**src/rtl/audio_pkg.sv**
```systemverilog
// Shared types and constants for the voice allocator.
package audio_pkg;

  typedef enum logic [1:0] {
    IDLE,
    SCAN,
    DECIDE,
    GAP
  } state_t;

  localparam int NOTEBITS_DEF = 7;
  localparam int AGEBITS_DEF  = 8;

  // Width needed to index n items (at least one bit).
  function automatic int idx_bits(input int n);
    return (n <= 2) ? 1 : $clog2(n);
  endfunction

endpackage

```
**src/rtl/voice_age.sv**
```systemverilog
// Per-voice saturating age counter: counts while the gate is high, clear wins.
module voice_age #(
  parameter int AGEBITS = 8
) (
  input  logic               sample_clock,
  input  logic               resetn,
  input  logic               clr,
  input  logic               inc,
  output logic [AGEBITS-1:0] age
);

  // Clear on (re)allocation, otherwise count up and stick at full scale.
  always_ff @(posedge sample_clock or negedge resetn) begin
    if (!resetn) begin
      age <= '0;
    end else if (clr) begin
      age <= '0;
    end else if (inc && (age != '1)) begin
      age <= age + 1'b1;
    end
  end

endmodule

```
**src/rtl/voice_alloc.sv**
```systemverilog
// Polyphonic voice allocator: serial scan of the voices, then reuse, retrigger
// or steal the oldest sounding voice with a gate-low gap before retrigger.
//
// state  | meaning
// IDLE   | ready for an event; latches it on acceptance
// SCAN   | one voice examined per cycle: match / first free / oldest
// DECIDE | applies the outcome of the scan to a single target voice
// GAP    | target gate held low for GAPCYCLES before it rises again
module voice_alloc
  import audio_pkg::*;
#(
  parameter int NVOICES   = 4,
  parameter int NOTEBITS  = NOTEBITS_DEF,
  parameter int AGEBITS   = AGEBITS_DEF,
  parameter int GAPCYCLES = 2
) (
  input  logic                        sample_clock,
  input  logic                        resetn,
  input  logic                        ev_valid,
  output logic                        ev_ready,
  input  logic                        ev_on,
  input  logic [NOTEBITS-1:0]         ev_note,
  output logic [NVOICES-1:0]          gate,
  output logic [NVOICES*NOTEBITS-1:0] voice_note,
  output logic                        steal
);

  localparam int IW = idx_bits(NVOICES);
  localparam int GW = idx_bits(GAPCYCLES);
  localparam logic [IW-1:0] LAST_IDX = IW'(NVOICES - 1);
  localparam logic [GW-1:0] GAP_INIT = GW'(GAPCYCLES - 1);

  state_t state, state_nxt;

  logic                                on_q;
  logic [NOTEBITS-1:0]                 note_q;
  logic [IW-1:0]                       scan_idx;
  logic                                match_found, free_found, old_found;
  logic [IW-1:0]                       match_idx, free_idx, old_idx, target_idx;
  logic [GW-1:0]                       gap_cnt;
  logic [NVOICES-1:0][NOTEBITS-1:0]    note_arr;
  logic [NVOICES-1:0][AGEBITS-1:0]     age;
  logic [NVOICES-1:0]                  age_clr;
  logic decide_off, decide_retrig, decide_free, decide_steal, gap_done;

  assign voice_note = note_arr;

  // State register.
  always_ff @(posedge sample_clock or negedge resetn) begin
    if (!resetn) state <= IDLE;
    else         state <= state_nxt;
  end

  // Next state and the single-cycle decision strobes.
  always_comb begin
    state_nxt     = state;
    ev_ready      = 1'b0;
    steal         = 1'b0;
    decide_off    = 1'b0;
    decide_retrig = 1'b0;
    decide_free   = 1'b0;
    decide_steal  = 1'b0;
    gap_done      = 1'b0;
    case (state)
      IDLE: begin
        ev_ready = 1'b1;
        if (ev_valid) state_nxt = SCAN;
      end
      SCAN: begin
        if (scan_idx == LAST_IDX) state_nxt = DECIDE;
      end
      DECIDE: begin
        state_nxt = IDLE;
        if (!on_q) begin
          decide_off = match_found;
        end else if (match_found) begin
          decide_retrig = 1'b1;
          state_nxt     = GAP;
        end else if (free_found) begin
          decide_free = 1'b1;
        end else begin
          decide_steal = 1'b1;
          steal        = 1'b1;
          state_nxt    = GAP;
        end
      end
      GAP: begin
        if (gap_cnt == '0) begin
          gap_done  = 1'b1;
          state_nxt = IDLE;
        end
      end
      default: state_nxt = IDLE;
    endcase
  end

  // Event latch, scan bookkeeping and the per-voice gate/note arrays.
  // Oldest compares live ages of the candidate and the scanned voice, so the
  // result is not skewed by ages advancing during the scan.
  always_ff @(posedge sample_clock or negedge resetn) begin
    if (!resetn) begin
      on_q        <= 1'b0;
      note_q      <= '0;
      scan_idx    <= '0;
      match_found <= 1'b0;
      free_found  <= 1'b0;
      old_found   <= 1'b0;
      match_idx   <= '0;
      free_idx    <= '0;
      old_idx     <= '0;
      target_idx  <= '0;
      gap_cnt     <= '0;
      gate        <= '0;
      note_arr    <= '0;
    end else begin
      case (state)
        IDLE: begin
          if (ev_valid) begin
            on_q        <= ev_on;
            note_q      <= ev_note;
            scan_idx    <= '0;
            match_found <= 1'b0;
            free_found  <= 1'b0;
            old_found   <= 1'b0;
          end
        end
        SCAN: begin
          scan_idx <= scan_idx + 1'b1;
          if (gate[scan_idx]) begin
            if (!match_found && (note_arr[scan_idx] == note_q)) begin
              match_found <= 1'b1;
              match_idx   <= scan_idx;
            end
            if (!old_found || (age[scan_idx] > age[old_idx])) begin
              old_found <= 1'b1;
              old_idx   <= scan_idx;
            end
          end else if (!free_found) begin
            free_found <= 1'b1;
            free_idx   <= scan_idx;
          end
        end
        DECIDE: begin
          gap_cnt <= GAP_INIT;
          if (decide_off) gate[match_idx] <= 1'b0;
          if (decide_retrig) begin
            gate[match_idx] <= 1'b0;
            target_idx      <= match_idx;
          end
          if (decide_free) begin
            note_arr[free_idx] <= note_q;
            gate[free_idx]     <= 1'b1;
          end
          if (decide_steal) begin
            target_idx        <= old_idx;
            note_arr[old_idx] <= note_q;
            gate[old_idx]     <= 1'b0;
          end
        end
        GAP: begin
          gap_cnt <= gap_cnt - 1'b1;
          if (gap_done) gate[target_idx] <= 1'b1;
        end
        default: ;
      endcase
    end
  end

  for (genvar i = 0; i < NVOICES; i++) begin : g_age
    assign age_clr[i] = (decide_free && (free_idx == IW'(i))) ||
                        (gap_done && (target_idx == IW'(i)));
    voice_age #(.AGEBITS(AGEBITS)) u_age (
      .sample_clock (sample_clock),
      .resetn       (resetn),
      .clr          (age_clr[i]),
      .inc          (gate[i]),
      .age          (age[i])
    );
  end

endmodule

```
**config.mk**
```make
export PLATFORM = sky130hd
export DESIGN_NAME = voice_alloc
export DESIGN_NICKNAME = d
export VERILOG_FILES = /design/src/rtl/audio_pkg.sv /design/src/rtl/voice_age.sv /design/src/rtl/voice_alloc.sv
export SDC_FILE = /design/constraint.sdc
export NUM_CORES = 1
export LEC_CHECK = 0
export CORE_UTILIZATION = 45
export DETAILED_ROUTE_END_ITERATION = 8
export DONT_BUFFER_PORTS = 1
export HOLD_SLACK_MARGIN = 0.1
export PLACE_DENSITY = 0.64
export SKIP_LAST_GASP = 1
export SLEW_MARGIN = 10
export SYNTH_ARGS = -nofsm -noshare
export SYNTH_HDL_FRONTEND = slang
export SYNTH_HIERARCHICAL = 1
export SYNTH_SLANG_ARGS = --single-unit
```
**constraint.sdc**
```tcl
create_clock -name sample_clock -period 4.65 [get_ports sample_clock]
set_input_delay 0.93 -clock sample_clock [delete_from_list [all_inputs] [get_ports sample_clock]]
set_output_delay 0.93 -clock sample_clock [all_outputs]
set_load 0.01 [all_outputs]
```
==> results of run 1 <==
==> cell usage after synthesis, drive strengths merged, types with 6 or more instances <==
cell,n,area share [%]
dfrtp,88,43
and2,6,0.73
nand4,7,0.85
ha,13,3.1
a21oi,18,1.7
nand3,19,2.2
mux4,22,9.6
nor3,22,2.2
nor2,18,1.3
clkbuf,9,0.65
nand2,47,3.4
nand2b,18,2.2
inv,19,1.4
nor2b,17,2.1
and4,8,1.5
o21ai,16,1.6
mux2i,8,1.6
mux2,43,9.4
buf,10,1.1
==> flip-flops by register name, summed over array words and instances (netlist names), 2 cells and up <==
signal and flops:
free_idx 2, voice_note 28, gate 4, target_idx 2
old_idx 2, state 2, match_idx 2, scan_idx 2
note_q 7, g_age.u_age/age 32
==> metal layers <==
metal | GRT usage [%] | vias up | part of all wire [%]
met4 | 7.722 | 0 | 1.7
met1 | 27.28 | 1855 | 44
li1 | - | 1758 | -
met3 | 6.157 | 15 | 5.4
met5 | 0 | - | 0
met2 | 34.82 | 86 | 49
==> worst max-delay path: cells and delay by family, from the launching register on <==
family,cells,cell delay (ns)
flops,1,0.69
mux,2,0.96
simple gates,1,0.13
fa+ha+maj,1,0.30
compound gates,4,0.77
==> metrics by stage <==
stage / area, um^2 / util, %
2_1_floorplan: 5165 / -
3_3_place_gp: 5274 / 47.81
3_5_place_dp: 5274 / 47.81
4_1_cts: 5578 / 50.57
5_1_grt: 5578 / 50.57
6_report: 5578 / 50.57
==> final timing paths <==
path	slack, ns	from	end
worst max-delay path	1.68	scan_idx[0]	old_idx[1]
worst min register to register	0.50	gap_cnt	gap_cnt
worst max register to register	1.68	scan_idx[0]	old_idx[1]
worst min-delay path	0.27	resetn	g_age[3].u_age/age[2]
max in group asynchronous	4.25	resetn	note_q[3]
min in group sample_clock	0.50	gap_cnt	gap_cnt
==> power groups by stage <==
stage               sequential (mW)  clock, mW  combinational, mW
floorplan                      1.23          0               1.07
global placement               1.44          0               1.10
detailed placement             1.46          0               1.13
CTS                            1.44      0.765               1.14
global route                   1.49      0.790               1.28
finish                         1.44      0.752               1.13
==> cell type report <==
type | instances | area (um^2) | share of cell area, %
multi-input cells | 353 | 2803 | 50.25
flip-flops and latches | 88 | 2202 | 39.48
clock buffers | 10 | 229.0 | 4.105
well taps | 140 | 175.2 | 3.140
clock inverters | 6 | 75.07 | 1.346
inverters | 19 | 71.32 | 1.279
repair buffers | 3 | 22.52 | 0.4038
==> cell families after synthesis <==
group	after synthesis
simple gates	189
flops	88
mux	73
compound gates	71
buf+inv	38
fa+ha+maj	13
xor+xnor	7
==> results.ini, run 1 <==
[grt]
grt_start_max_net_pins = 89
grt_pass1_vias = 3764
antenna_found_initial = 0
grt_pass1_wl_um = 19240
grt-ovfl-total = 0
grt_usage_pct = 21.47

[synthesis]
synth_top_family_by_area = multiplexers
synth.avg_cell_area_um2 = 10.78
ys.flop_type = dfrtp_1
synthArstFlopShare_pct = 100.0
synth_seq_cells = 88
synthAdderAreaFrac_pct = 3.149
syn_inst = 479
muxShareOfSynthArea_pct = 20.59
synth_enable_flop_cells = 0
netlist_area_mm2 = 0.005165
synthSimpleGateAreaFrac_pct = 20.37
ys_warn_count = 6
synth_compound_area_share_pct = 8.963
syn-num-nets = 503
synth.distinct_cells = 51
ys_seq_area_share_pct = 42.64
synth_xor_area_share_pct = 1.187

[routing]
dr.pass1.iters = 4
drtIter0Drc = 177
vias = 3714
routedWlPerCell_um = 18.91
drc = 0
viasPerCell = 6.000
ant_nets = 0
routed_wl_um = 11710

[timing]
finalSetupTns_ns = 0
slew-limit-headroom_pct = 22.29
finalSetupViolations = 0
worst_pin_slew_ns = 1.160
finalCritPeriodShare_pct = 63.80
setup_ws_ns = 1.683
final_max_slew_viol_count = 0
rsz0062_at_grt = no
hold_violations = 0
fmax_mhz = 337.1
holdWs_ns = 0.2722
finalCriticalPeriod_ns = 2.967
skew_ns = 0.008167

[die]
dieArea_mm2 = 0.01191
die_x_um = 109.1
die_y_um = 109.1
design.core.area_mm2 = 0.01103
row_count = 38
initial_core_util_pct = 46.82
ioPinCount = 45

[power_and_ir_drop]
internal-power_mw = 2.032
leakage_nw = 2.408
clkPwrFrac_pct = 22.6
p_per_area_mw_per_mm2 = 596.1
report.power.total_mw = 3.325
p_switching_mw = 1.293
pwr-share-comb_pct = 34.0
ir_worst_vdd_mv = 0.3315
sw_frac_of_total_pct = 38.89
seqPwrFrac_pct = 43.4

[critical_path]
path_cells = mux4_2 > ha_1 > nor2b_1 > o21a_1 > o21a_1 > o21ai_0 > a2111oi_2 > mux2_2
crit_top_cell = o21a_1
worstPathRequired_ns = 4.89
cp-end-kind = flop
critPathMaxFanout = 10
cpPeakStageDelay_ns = 0.69
cp.arrival_ns = 3.21
start_kind = flop
reg2regPathDepth = 8
worstSetupPathType = reg -> reg
slowest_stage = dfrtp_1

[clock_tree]
root_buffer = clkbuf_16
htree_levels = 3
cts_buffer_depth = 2
cts_hold_buf = 0
worstSkewPairLatency_ns = 0.35
cts_num_sinks = 88
cts.clk_slew.worst_paths_ns = 0.07
cts-resized-gates = 0
cts_setup_buffers = 0
cts_tree = done
cts_buffers = 9

[placement]
gp_congestion = 0.8530
dpl.cell_count = 603
dp_slack_ns = 1.639
place_hpwl_um = 8166
numPortBuffers = 0

[flow_run]
maxCapViolCount = 0

[layout]
n_antenna_cell = 0
nets = 498
drive_above_1_share_pct = 19.62
stdcell_count = 619
nFillCells = 988
final_cell_mix = 88 x dfrtp_1, 47 x nand2_1, 40 x mux2_2
final_common_cell = dfrtp_1
syn2layout_area_growth_pct = 7.994

[outcome]
status = finished, final reports clean

[hold_path]
min_path_type = in -> async

Note: power is estimated with default switching activity, not from simulation.
==> run 2: changes to the inputs <==
--- a/config.mk
+++ b/config.mk
@@ -5,11 +5,12 @@
 export SDC_FILE = /design/constraint.sdc
 export NUM_CORES = 1
 export LEC_CHECK = 0
+export ABC_AREA = 1
 export CORE_UTILIZATION = 45
 export DETAILED_ROUTE_END_ITERATION = 8
 export DONT_BUFFER_PORTS = 1
 export HOLD_SLACK_MARGIN = 0.1
-export PLACE_DENSITY = 0.64
+export PLACE_DENSITY = 0.66
 export SKIP_LAST_GASP = 1
 export SLEW_MARGIN = 10
 export SYNTH_ARGS = -nofsm -noshare
==> constraint.sdc (replaced) <==
create_clock -name sample_clock -period 2.65 [get_ports sample_clock]
set_input_delay 0.53 -clock sample_clock [delete_from_list [all_inputs] [get_ports sample_clock]]
set_output_delay 0.53 -clock sample_clock [all_outputs]
set_load 0.01 [all_outputs]
==> run 2 against run 1 <==
Clock skew fell by 0.00076 ns; first-iteration DRC count grew 130%; via count up 40%; core utilization rose by 0.18 points; critical path depth increased by 8; die area rose by 8.0%; register-to-register slack got worse by 1.4 ns; clock power grew 69%; non-clock buffer count rose by 6; setup slack worse by 1.4 ns; global-route usage grew 3.6 points.
==> results.ini, run 2 <==
[placement]
dp_slack_ns = 0.2146  ; was 1.639 ns
dpl_cell_area_mm2 = 0.005801  ; was 0.005274 mm^2
place_hpwl_um = 11100  ; was 8166 um
gp_congestion = 0.8811  ; was 0.8530
numPortBuffers = 0  ; unchanged
dpl.cell_count = 929  ; was 603

[synthesis]
yosysMostFrequentCell = nand2_1  ; was dfrtp_1
netlist_area_mm2 = 0.005588  ; was 0.005165 mm^2
synth_area_leaders = dfrtp_1 39%, nand2_1 17%, nand3_1 8.1%  ; was dfrtp_1 43%, mux4_2 9.6%, mux2_2 8.7%
synth_top_area_share_pct = 39.41  ; was 42.64%
muxShareOfSynthArea_pct = 0  ; was 20.59%
syn_inst = 765  ; was 479
ys.flop_type = dfrtp_1  ; unchanged
ys_seq_area_share_pct = 39.41  ; was 42.64%
synth_top_family_by_area = simple AND/OR/NAND/NOR gates  ; was multiplexers
synth_compound_area_share_pct = 13.10  ; was 8.963%
synth.distinct_cells = 40  ; was 51
synthSimpleGateAreaFrac_pct = 37.89  ; was 20.37%
syn-num-nets = 789  ; was 503
ys_warn_count = 6  ; unchanged
synth_top_area_cell = dfrtp_1  ; unchanged
synthAdderAreaFrac_pct = 2.911  ; was 3.149%
synth.avg_cell_area_um2 = 7.304  ; was 10.78 um^2
synthArstFlopShare_pct = 100.0  ; unchanged
synth_xor_area_share_pct = 0  ; was 1.187%
synth_seq_cells = 88  ; unchanged
synthTopCellsByCount = 259 x nand2_1, 90 x nand3_1, 88 x dfrtp_1  ; was 88 x dfrtp_1, 47 x nand2_1, 40 x mux2_2
synth_enable_flop_cells = 0  ; unchanged

[timing]
finalSetupViolations = 0  ; unchanged
fmax_mhz = 414.9  ; was 337.1 MHz
hold_violations = 0  ; unchanged
finalCritPeriodShare_pct = 90.96  ; was 63.80%
setup_ws_ns = 0.2395  ; was 1.683 ns
final_max_slew_viol_count = 0  ; unchanged
holdWs_ns = 0.06565  ; was 0.2722 ns
rsz0062_at_grt = no  ; unchanged
worst_pin_slew_ns = 0.8272  ; was 1.160 ns
slew-limit-headroom_pct = 44.52  ; was 22.29%
skew_ns = 0.007406  ; was 0.008167 ns
finalSetupTns_ns = 0  ; unchanged
finalCriticalPeriod_ns = 2.410  ; was 2.967 ns

[routing]
routed_wl_um = 15170  ; was 11,710 um
topRoutingLayerUsed = met4  ; unchanged
drc = 0  ; unchanged
drtIter0Drc = 408  ; was 177
vias = 5195  ; was 3,714
wl_met1_um = 6304  ; was 5169 um
viasPerCell = 5.497  ; was 6.000
routedWlPerCell_um = 16.05  ; was 18.91 um
wl_met2_um = 7685  ; was 5696 um
ant_nets = 0  ; unchanged
dr.pass1.iters = 5  ; was 4
wl_met3_um = 734  ; was 637 um

[grt]
grt_usage_pct = 25.09  ; was 21.47%
grt_pass1_vias = 4990  ; was 3,764
antenna_found_initial = 0  ; unchanged
grt_start_max_net_pins = 89  ; unchanged
grt-ovfl-total = 0  ; unchanged
grt_pass1_wl_um = 25000  ; was 19,240 um

[die]
dieArea_mm2 = 0.01287  ; was 0.01191 mm^2
die_y_um = 113.4  ; was 109.1 um
initial_core_util_pct = 46.33  ; was 46.82%
row_count = 40  ; was 38
ioPinCount = 45  ; unchanged
design.core.area_mm2 = 0.01206  ; was 0.01103 mm^2
die_x_um = 113.4  ; was 109.1 um

[critical_path]
cp.arrival_ns = 2.66  ; was 3.21 ns
worstPathRequired_ns = 2.90  ; was 4.89 ns
path_cells = inv_1 > nor2_2 > a22o_1 > a221oi_1 > ha_1 > nand2_1 > inv_1 > o21ai_0 > nand2_1 > nand2_1 > nand2_1 > nand2_1 > nand2_1 > nand2_1 > nand2_1 > nand2_1  ; was mux4_2 > ha_1 > nor2b_1 > o21a_1 > o21a_1 > o21ai_0 > a2111oi_2 > mux2_2
r2r-start = old_idx[1]  ; was scan_idx[0]
cp-end-kind = flop  ; unchanged
reg2reg_setup_slack_ns = 0.24  ; was 1.68 ns
critPathMaxFanout = 9  ; was 10
reg2regPathDepth = 16  ; was 8
start_kind = flop  ; unchanged
slowest_stage = dfrtp_1  ; unchanged
r2r_end = old_idx[0]  ; was old_idx[1]
worstSetupPathType = reg -> reg  ; unchanged
crit_top_cell = nand2_1  ; was o21a_1
cpPeakStageDelay_ns = 0.48  ; was 0.69 ns

[clock_tree]
cts_num_sinks = 88  ; unchanged
worstSkewPairLatency_ns = 0.35  ; about the same
cts.clk_slew.worst_paths_ns = 0.07  ; about the same
htree_levels = 3  ; unchanged
cts_buffer_depth = 2  ; unchanged
root_buffer = clkbuf_16  ; unchanged
cts_buffers = 9  ; unchanged
cts_tree = done  ; unchanged

[layout]
largest_reg_flops = 32  ; unchanged
nets = 797  ; was 498
n_antenna_cell = 0  ; unchanged
drive_above_1_share_pct = 11.33  ; was 19.62%
syn2layout_area_growth_pct = 9.539  ; was 7.994%
final_cell_mix = 259 x nand2_1, 90 x nand3_1, 88 x dfrtp_1  ; was 88 x dfrtp_1, 47 x nand2_1, 40 x mux2_2
regMostFlops = g_age.u_age/age  ; unchanged
design_area_mm2 = 0.006121  ; was 0.005578 mm^2
final_util_pct = 50.75  ; was 50.57%
stdcell_count = 945  ; was 619
final_common_cell = nand2_1  ; was dfrtp_1

[power_and_ir_drop]
leakage_nw = 2.931  ; was 2.408 nW
p_per_area_mw_per_mm2 = 1057  ; was 596.1 mW/mm^2
ir_worst_vdd_mv = 0.5727  ; was 0.3315 mV
report.power.total_mw = 6.470  ; was 3.325 mW

[flow_run]
maxCapViolCount = 0  ; unchanged

[hold_path]
min_path_type = in -> async  ; unchanged

[outcome]
status = finished, final reports clean  ; unchanged

[run 2: logic make-up (layout without fill, tap and decap cells)]
family,count (synthesis),count (layout)
compound gates,113,113
fa+ha+maj,13,13
buf+inv,91,103
flops,88,88
simple gates,460,460
[run 2: routing by layer]
metal | track usage, % | up-vias
li1 | - | 2537
met1 | 30.64 | 2469
met2 | 43.35 | 155
met3 | 4.463 | 34
met4 | 11.40 | 0
met5 | 0 | -
[run 2: worst max-delay path by stage]
stage                      from                    end  slack (ns)  depth (start not counted)
finish               old_idx[1]             old_idx[0]        0.24                         16
floorplan           scan_idx[0]              old_found        0.54                         16
global placement       state[1]  g_age[2].u_age/age[3]        0.32                          9
CTS                    state[1]  g_age[2].u_age/age[2]        0.19                          9
global route         old_idx[1]             old_idx[1]        0.03                         16
detailed placement     state[1]  g_age[2].u_age/age[2]        0.21                          9
[run 2: critical path, delay by kind of cell (launching register included)]
kind / cells / cell delay (ns)
adders and majority gates: 1 / 0.32
and+or+nand+nor: 10 / 0.96
buffers and inverters: 2 / 0.20
AOI/OAI and AO/OA: 3 / 0.36
DFF: 1 / 0.48
[run 2: layout make-up]
cell class                      count  area, um^2
Timing Repair Buffer                9       87.58
Clock inverter                      5       58.81
Inverter                           79       316.6
Clock buffer                       10       229.0
Multi-Input combinational cell    586        3017
Tap cell                          168       210.2
Sequential cell                    88        2202
Fill cell                        1164        5941
[run 2: repair_timing]
action / in CTS / in global routing
gates resized for setup: 0 / 1
buffers inserted: 0 / 0
hold buffers: 1 / 0
setup endpoints to repair: 0 / 1
hold endpoints to repair: 88 / 0
[run 2: power breakdown]
| part | leakage (nW) | internal [mW] | switching, mW | total [mW] |
|---|---|---|---|---|
| Sequential | 1.16 | 1.74 | 0.626 | 2.37 |
| Clock | 0.135 | 0.726 | 0.546 | 1.27 |
| Combinational | 1.64 | 1.01 | 1.82 | 2.83 |
